[src/rtl/fetch_pc_unit.sv]
// Fetch PC register and instruction-memory request FSM answering the hazard controller.
// Optional misaligned-target detection is enabled by defining FETCH_MISALIGN_CHK_EN.
module fetch_pc_unit #(
    parameter int unsigned        ADDR_W   = 32,
    parameter int unsigned        DATA_W   = 32,
    parameter logic [ADDR_W-1:0]  RESET_PC = '0
) (
    input  logic              clk,
    input  logic              rst_n,
    input  logic              en_pc_i,
    input  logic [1:0]        pcsrc_i,
    input  logic [ADDR_W-1:0] branch_alu_i,
    input  logic [ADDR_W-1:0] branch_pc_jump_i,
    output logic              imem_req_o,
    output logic [ADDR_W-1:0] imem_addr_o,
    input  logic              imem_gnt_i,
    input  logic              imem_rvalid_i,
    input  logic [DATA_W-1:0] imem_rdata_i,
    output logic              fsm_pcsrc_o,
    output logic [ADDR_W-1:0] if_pc_o,
    output logic [DATA_W-1:0] if_instr_o,
    output logic              if_valid_o,
    output logic              misalign_o
);

    localparam logic [DATA_W-1:0] NOP_INSTR = DATA_W'(32'h0000_0013);

    typedef enum logic [1:0] {
        BOOT,
        REQ,
        WAIT,
        READY
    } state_t;

    state_t            state;
    logic [ADDR_W-1:0] pc;
    logic [ADDR_W-1:0] raw_target;
    logic [ADDR_W-1:0] load_target;

    function automatic logic [ADDR_W-1:0] select_target(
        input logic [1:0]        src,
        input logic [ADDR_W-1:0] cur_pc,
        input logic [ADDR_W-1:0] alu_tgt,
        input logic [ADDR_W-1:0] jmp_tgt
    );
        logic [ADDR_W-1:0] t;
        case (src)
            2'b00:   t = cur_pc + ADDR_W'(4);
            2'b01:   t = alu_tgt & ~ADDR_W'(1);
            2'b10:   t = jmp_tgt;
            default: t = cur_pc;
        endcase
        return t;
    endfunction

    function automatic logic [ADDR_W-1:0] align_target(input logic [ADDR_W-1:0] t);
`ifdef FETCH_MISALIGN_CHK_EN
        return t & ~ADDR_W'(3);
`else
        return t;
`endif
    endfunction

    assign raw_target  = select_target(pcsrc_i, pc, branch_alu_i, branch_pc_jump_i);
    assign load_target = align_target(raw_target);
    // The fetch address is the PC itself, so it stays stable for the whole REQ phase.
    assign imem_addr_o = pc;

    always_ff @(posedge clk or negedge rst_n) begin
        if (!rst_n) begin
            state       <= BOOT;
            pc          <= RESET_PC;
            imem_req_o  <= 1'b0;
            fsm_pcsrc_o <= 1'b0;
            if_valid_o  <= 1'b0;
            if_instr_o  <= NOP_INSTR;
            if_pc_o     <= RESET_PC;
        end else begin
            case (state)
                BOOT: begin
                    state      <= REQ;
                    imem_req_o <= 1'b1;
                end
                REQ: begin
                    if (imem_gnt_i) begin
                        state      <= WAIT;
                        imem_req_o <= 1'b0;
                    end
                end
                WAIT: begin
                    if (imem_rvalid_i) begin
                        state       <= READY;
                        if_instr_o  <= imem_rdata_i;
                        if_pc_o     <= pc;
                        if_valid_o  <= 1'b1;
                        fsm_pcsrc_o <= 1'b1;
                    end
                end
                READY: begin
                    if (en_pc_i) begin
                        state       <= REQ;
                        pc          <= load_target;
                        if_valid_o  <= 1'b0;
                        fsm_pcsrc_o <= 1'b0;
                        imem_req_o  <= 1'b1;
                    end
                end
                default: state <= BOOT;
            endcase
        end
    end

`ifdef FETCH_MISALIGN_CHK_EN
    // Sticky: once a bad target is seen it stays flagged until reset.
    always_ff @(posedge clk or negedge rst_n) begin
        if (!rst_n) begin
            misalign_o <= 1'b0;
        end else if (state == READY && en_pc_i && raw_target[1:0] != 2'b00) begin
            misalign_o <= 1'b1;
        end
    end
`else
    assign misalign_o = 1'b0;
`endif

endmodule

[config.mk]
export PLATFORM = sky130hd
export DESIGN_NAME = fetch_pc_unit
export DESIGN_NICKNAME = d
export VERILOG_FILES = /design/src/rtl/fetch_pc_unit.sv
export SDC_FILE = /design/constraint.sdc
export NUM_CORES = 1
export LEC_CHECK = 0
export ABC_AREA = 1
export CORE_MARGIN = 4
export CORE_UTILIZATION = 25
export DETAILED_ROUTE_END_ITERATION = 16
export PLACE_DENSITY_LB_ADDON = 0.15
export SYNTH_ARGS = -nofsm -noshare
export SYNTH_HDL_FRONTEND = slang
export SYNTH_SLANG_ARGS = --single-unit
[constraint.sdc]
create_clock -name clk -period 1.58 [get_ports clk]
set_input_delay 0.316 -clock clk [delete_from_list [all_inputs] [get_ports clk]]
set_output_delay 0.316 -clock clk [all_outputs]
set_load 0.005 [all_outputs]
Word-level counts from Yosys, hierarchy flattened
Index checks and enable logic that the tools add are counted.
{ "word_totals": {"n_memories": 0, "latchBits": 0, "rom_bits": 0, "word_cells": 36, "ff_bits": 100, "ram_bits": 0, "out_inout_bits": 100, "inputBits": 103} }
{ "op_classes": {"eq_ne": 8, "n_lt_le_gt_ge": 0, "n_addsub": 1, "bitwise_logic": 0, "n_reduce_logical": 10, "div": 0, "mux": 11, "shifts": 0, "n_mul": 0} }
{ "op_table": {"columns": ["cell", "n"], "rows": [
  ["32-bit one-hot mux with 3 select lines", 1],
  ["32-bit by 3-bit adder with 32-bit output, second input constant", 1],
  ["3-bit AND reduction", 4],
  ["2-bit one-hot mux with 4 select lines", 1],
  ["2-bit == test, second input constant", 3],
  ["2-bit 2-to-1 mux", 3],
  ["2-bit inequality test, second input constant", 3],
  ["3-bit nonzero test", 2],
  ["2-bit by 1-bit == test with 1-bit output, second input constant", 2],
  ["2-bit logical NOT", 2],
  ["1-bit 2-to-1 mux", 4],
  ["1-bit one-hot mux with 3 select lines", 1],
  ["1-bit one-hot mux with 2 select lines", 1],
  ["2-bit AND reduction", 1],
  ["2-bit nonzero test", 1]
]} }

Logic depth before layout (Yosys ltp)
{ "depth": {"word_depth": 3, "depth_mapped": 10} }

Least setup slack after synthesis
OpenSTA, ideal clock, no wires.
{ "synth_timing": {"path_kind": "input to register", "startpoint": "input pcsrc_i[0]", "endpoint": "register pc[2] (netlist: imem_addr_o[2])", "arrival_ns": 1.305, "cell_stages": 7, "t_required_ns": 1.446, "path_slack_ns": 0.141, "cell_sequence": "inv_1 > ha_1 > inv_1 > clkbuf_1 > nand3_1 > o211ai_1 > o21ai_0"} }
{ "synth_via": {"elab_chain_len": 3} }
{ "synth_lines": {"columns": ["item", "line_no", "rtl"], "rows": [
  ["from (decl)", "11", "input logic [1:0] pcsrc_i,"],
  ["2-bit == test (tied with other cells)", "47", "case (src)"],
  ["3-bit nonzero test (no source line)", null, null],
  ["3-bit AND reduction (no source line)", null, null],
  ["to (signal assigned)", "102", "pc <= load_target;"],
  ["to (decl)", "36", "logic [ADDR_W-1:0] pc;"]
]} }
Several ways; a longest one is shown, not always the timed one.
A chain may end at the register's enable or synchronous reset.

Worst setup path after layout
{ "layout_timing": {"startpoint": "register if_pc_o[12]", "endpoint": "output if_pc_o[12]"} }
{ "layout_lines": {"columns": ["item", "line_no", "rtl"], "rows": [
  ["from (decl)", "20", "output logic [ADDR_W-1:0] if_pc_o,"],
  ["from (signal assigned)", "94", "if_pc_o <= pc;"]
]} }
No word-level cell between the ends.

==> key figures <==
Synth
  • Top post-synthesis cells by area: dfrtp_1 (47%), nand2_1 (10%), mux2_2 (7.3%), o21ai_0 (6.3%), nand3_1 (5.1%)
  • Seq/Total Area, Yosys: 48.0%
  • Post-synthesis cell area: 5220 um2
  • Most numerous cell in the Yosys netlist: nand2_1
  • Share of the synthesized area in the top cell type: 46.5%
  • #FFs+latches synth: 100
  • Post-synthesis net count: 730
  • Cells after synthesis: 620
  • Post-synth top area cell: dfrtp_1
  • Async SR Flop Fraction: 100%
  • Prevailing post-synth register cell: dfrtp_1
  • Synth cell count leaders: nand2_1 (140), dfrtp_1 (97), o21ai_0 (66)
  • Average size of a mapped cell: 8.42 um2
  • Yosys cell types: 30
  • Post-synth EDFFs: 0
  • Synth warn: 0

Timing
  • Setup slack after layout: 0.0329 ns
  • Min Tclk post-route: 1.55 ns
  • Number of setup violations in the final report: 0
  • Final Hold Vio Count: 0
  • RSZ-0062 raised after global routing: true
  • Tcrit/Tclk final: 97.9%
  • Final Max Tran Viols: 0
  • Setup Skew: 0.0134 ns
  • Max Fclk: 0.646 GHz

Worst setup path
  • CP Launch Type: flop
  • Req. time, crit path: 1.26 ns
  • Critical Path Slowest Stage Cell: clkdlybuf4s50_1
  • Buf+Inv Stages, Crit Path: 1
  • Crit-path cells: clkdlybuf4s50_1
  • Critical Path AT: 1.23 ns
  • Crit path capture type: output port
  • Crit Path Category: flop to output port
  • Slowest Stage Delay on Critical Path: 0.53 ns
  • Critical path fanouts, max: 2
  • Critical path's top delay family: buffers and inverters

Clock tree
  • H-tree levels: 3
  • Longest Clk Path Bufs: 2
  • Inserted Clock Buffers: 9
  • Clk Latency, worst-skew pair: 0.35 ns
  • CTS tree: yes
  • Clock transition at path regs: 0.07 ns
  • Clk sinks: 100
  • Root Driver: clkbuf_16

Floorplanning
  • Die Ht: 152 um
  • Initial Utilization: 25.6%
  • Die area: 23,200 um2
  • Ports: 203
  • FP Rows: 52
  • Chip width: 152 um
  • CORE AREA: 20,400 um2

Power and ir drop
  • Internal: 9.40 mW
  • Flop pwr share: 31.8%
  • Sw Share: 35.3%
  • Switching power: 5.13 mW
  • Comb power frac: 51.3%
  • Share of total power in the clock network: 16.9%
  • PwrDens: 1670 nW/um2
  • Power, Total: 14.5 mW
  • Leak: 4.15 nW
  • Peak VDD IR: 469 uV

Global route
  • Total GRT Usage: 16.1%
  • Total congestion overflow: 0
  • Initial antenna violation count: 0
  • Number of global-route vias before repair: 5,270
  • First-pass GRT wire length: 29,800 um
  • Largest net degree at the start of global routing: 60

Cells and area
  • ANT cells: 0
  • Area of the multi-input gates: 2490 um2
  • Fillers: 2,068
  • Layout cells sized above 1: 21.6%
  • Synth-to-Final Area Change: 66.6%
  • Final Instance Area: 8690 um2
  • Register area: 2520 um2
  • Fin cells: 1,159
  • Layout net count: 994

Detailed routing
  • Final ANT Viol Nets: 0
  • Drt pass-1 iters: 4
  • DRC: 0
  • Vias per inst: 4.43
  • Via count: 5,129
  • DRC marker count from the first detailed-route iteration: 277
  • Final wirelength: 18,600 um
  • Drt wl/cell: 16.1 um

Place
  • Placed Area: 7990 um2
  • DP Wirelength: 14,500 um
  • I/O Buffers: 200
  • Inst Count DP: 1,113
  • Post-place setup slack: -0.483 ns
  • Placer Congestion: 0.817

Run status
  • Status: finished clean

Worst hold path
  • HP Class: input pin to async pin

Job
  • Max-cap violations: 0
cell type report:
| type | count | share of cell area, % |
|---|---|---|
| Multi-Input combinational cell | 437 | 28.6 |
| Inverter | 53 | 2.29 |
| Timing Repair Buffer | 283 | 32.5 |
| Tap cell | 270 | 3.89 |
| Clock inverter | 5 | 0.950 |
| Sequential cell | 100 | 29.0 |
| Clock buffer | 11 | 2.79 |
power groups by stage:
stage | registers [mW] | logic (mW) | clock network, mW
floorplan | 4.87 | 2.55 | 0
global placement | 4.92 | 6.90 | 0
detailed placement | 4.93 | 6.92 | 0
CTS | 4.67 | 7.40 | 2.54
global route | 4.79 | 8.22 | 2.64
finish | 4.62 | 7.45 | 2.46
cells by family (layout without fill, tap and decap cells):
logic type	count (synthesis)	count (layout)	share of synthesized area [%]
flip-flops	100	100	48.0
adder cells (fa/ha/maj)	7	7	1.68
AND/OR/NAND/NOR	266	266	22.4
buffers and inverters	83	352	6.33
AO/OA/AOI/OAI	129	129	14.1
other	1	1	0.0719
multiplexers	34	34	7.34
worst paths after layout:
path	startpoint	endpoint	slack (ns)	cells after the start
min in group clk	if_pc_o[21]$_DFFE_PN0P_	if_pc_o[21]$_DFFE_PN0P_	0.48	2
hold reg to reg	if_pc_o[21]$_DFFE_PN0P_	if_pc_o[21]$_DFFE_PN0P_	0.48	2
hold / removal	rst_n	if_instr_o[21]$_DFFE_PN0P_	0.45	2
setup reg to reg	imem_addr_o[3]$_DFFE_PN0P_	imem_addr_o[22]$_DFFE_PN0P_	0.06	9
setup / recovery	if_pc_o[12]$_DFFE_PN0P_	if_pc_o[12]	0.03	1
max in group asynchronous	rst_n	if_instr_o[0]$_DFFE_PN1P_	0.58	3
sequential cells by signal, summed over array words and instances, names as in the netlist:
| signal | count |
|---|---|
| if_instr_o | 32 |
| if_pc_o | 32 |
| if_valid_o | 1 |
| imem_addr_o | 32 |
| imem_req_o | 1 |
| state | 2 |
stage by stage:
step	TNS [ns]	hold slack, ns	utilization (%)
after floorplan	0	0.0204	-
after global placement	-11.38	0.298	39.2
after detailed placement	-12.07	0.294	39.2
after CTS	0	0.455	41.7
after global routing	-0.441	0.491	42.7
final	0	0.445	42.7
layer usage:
| metal | share of wire, % | global-route usage, % |
|---|---|---|
| met3 | 4.9 | 2.56 |
| met5 | 0 | 0 |
| met2 | 46 | 25.7 |
| met1 | 48 | 22.8 |
| met4 | 1.3 | 4.54 |
cell usage in the layout, fill, tap and decap left out, types with 7 or more instances in the layout:
cell type | synthesis | final
clkdlybuf4s50_1 | 0 | 140
nand3_1 | 53 | 49
clkbuf_16 | 0 | 9
mux2_2 | 34 | 34
a22o_1 | 17 | 17
dlygate4sd2_1 | 0 | 31
nor2_1 | 46 | 42
buf_4 | 2 | 69
o21ai_0 | 66 | 59
nor2_2 | 7 | 7
nand2_1 | 140 | 135
dfrtp_2 | 0 | 11
buf_12 | 0 | 13
a21oi_1 | 36 | 32
dlymetal6s2s_1 | 0 | 28
nor2_4 | 6 | 10
dfrtp_1 | 97 | 86
inv_1 | 51 | 51
nand2_2 | 6 | 9
repair_timing:
| action | 4_1_cts | 5_1_grt |
|---|---|---|
| setup buffers | 23 | 6 |
| pin swaps | 0 | 18 |
| resized for setup | 44 | 60 |
| endpoints found under the setup margin | 57 | 51 |
| hold buffers | 1 | 0 |
| hold endpoints to repair | 24 | 0 |
| cloned | 0 | 0 |
Note: power is estimated with default switching activity, not from simulation.
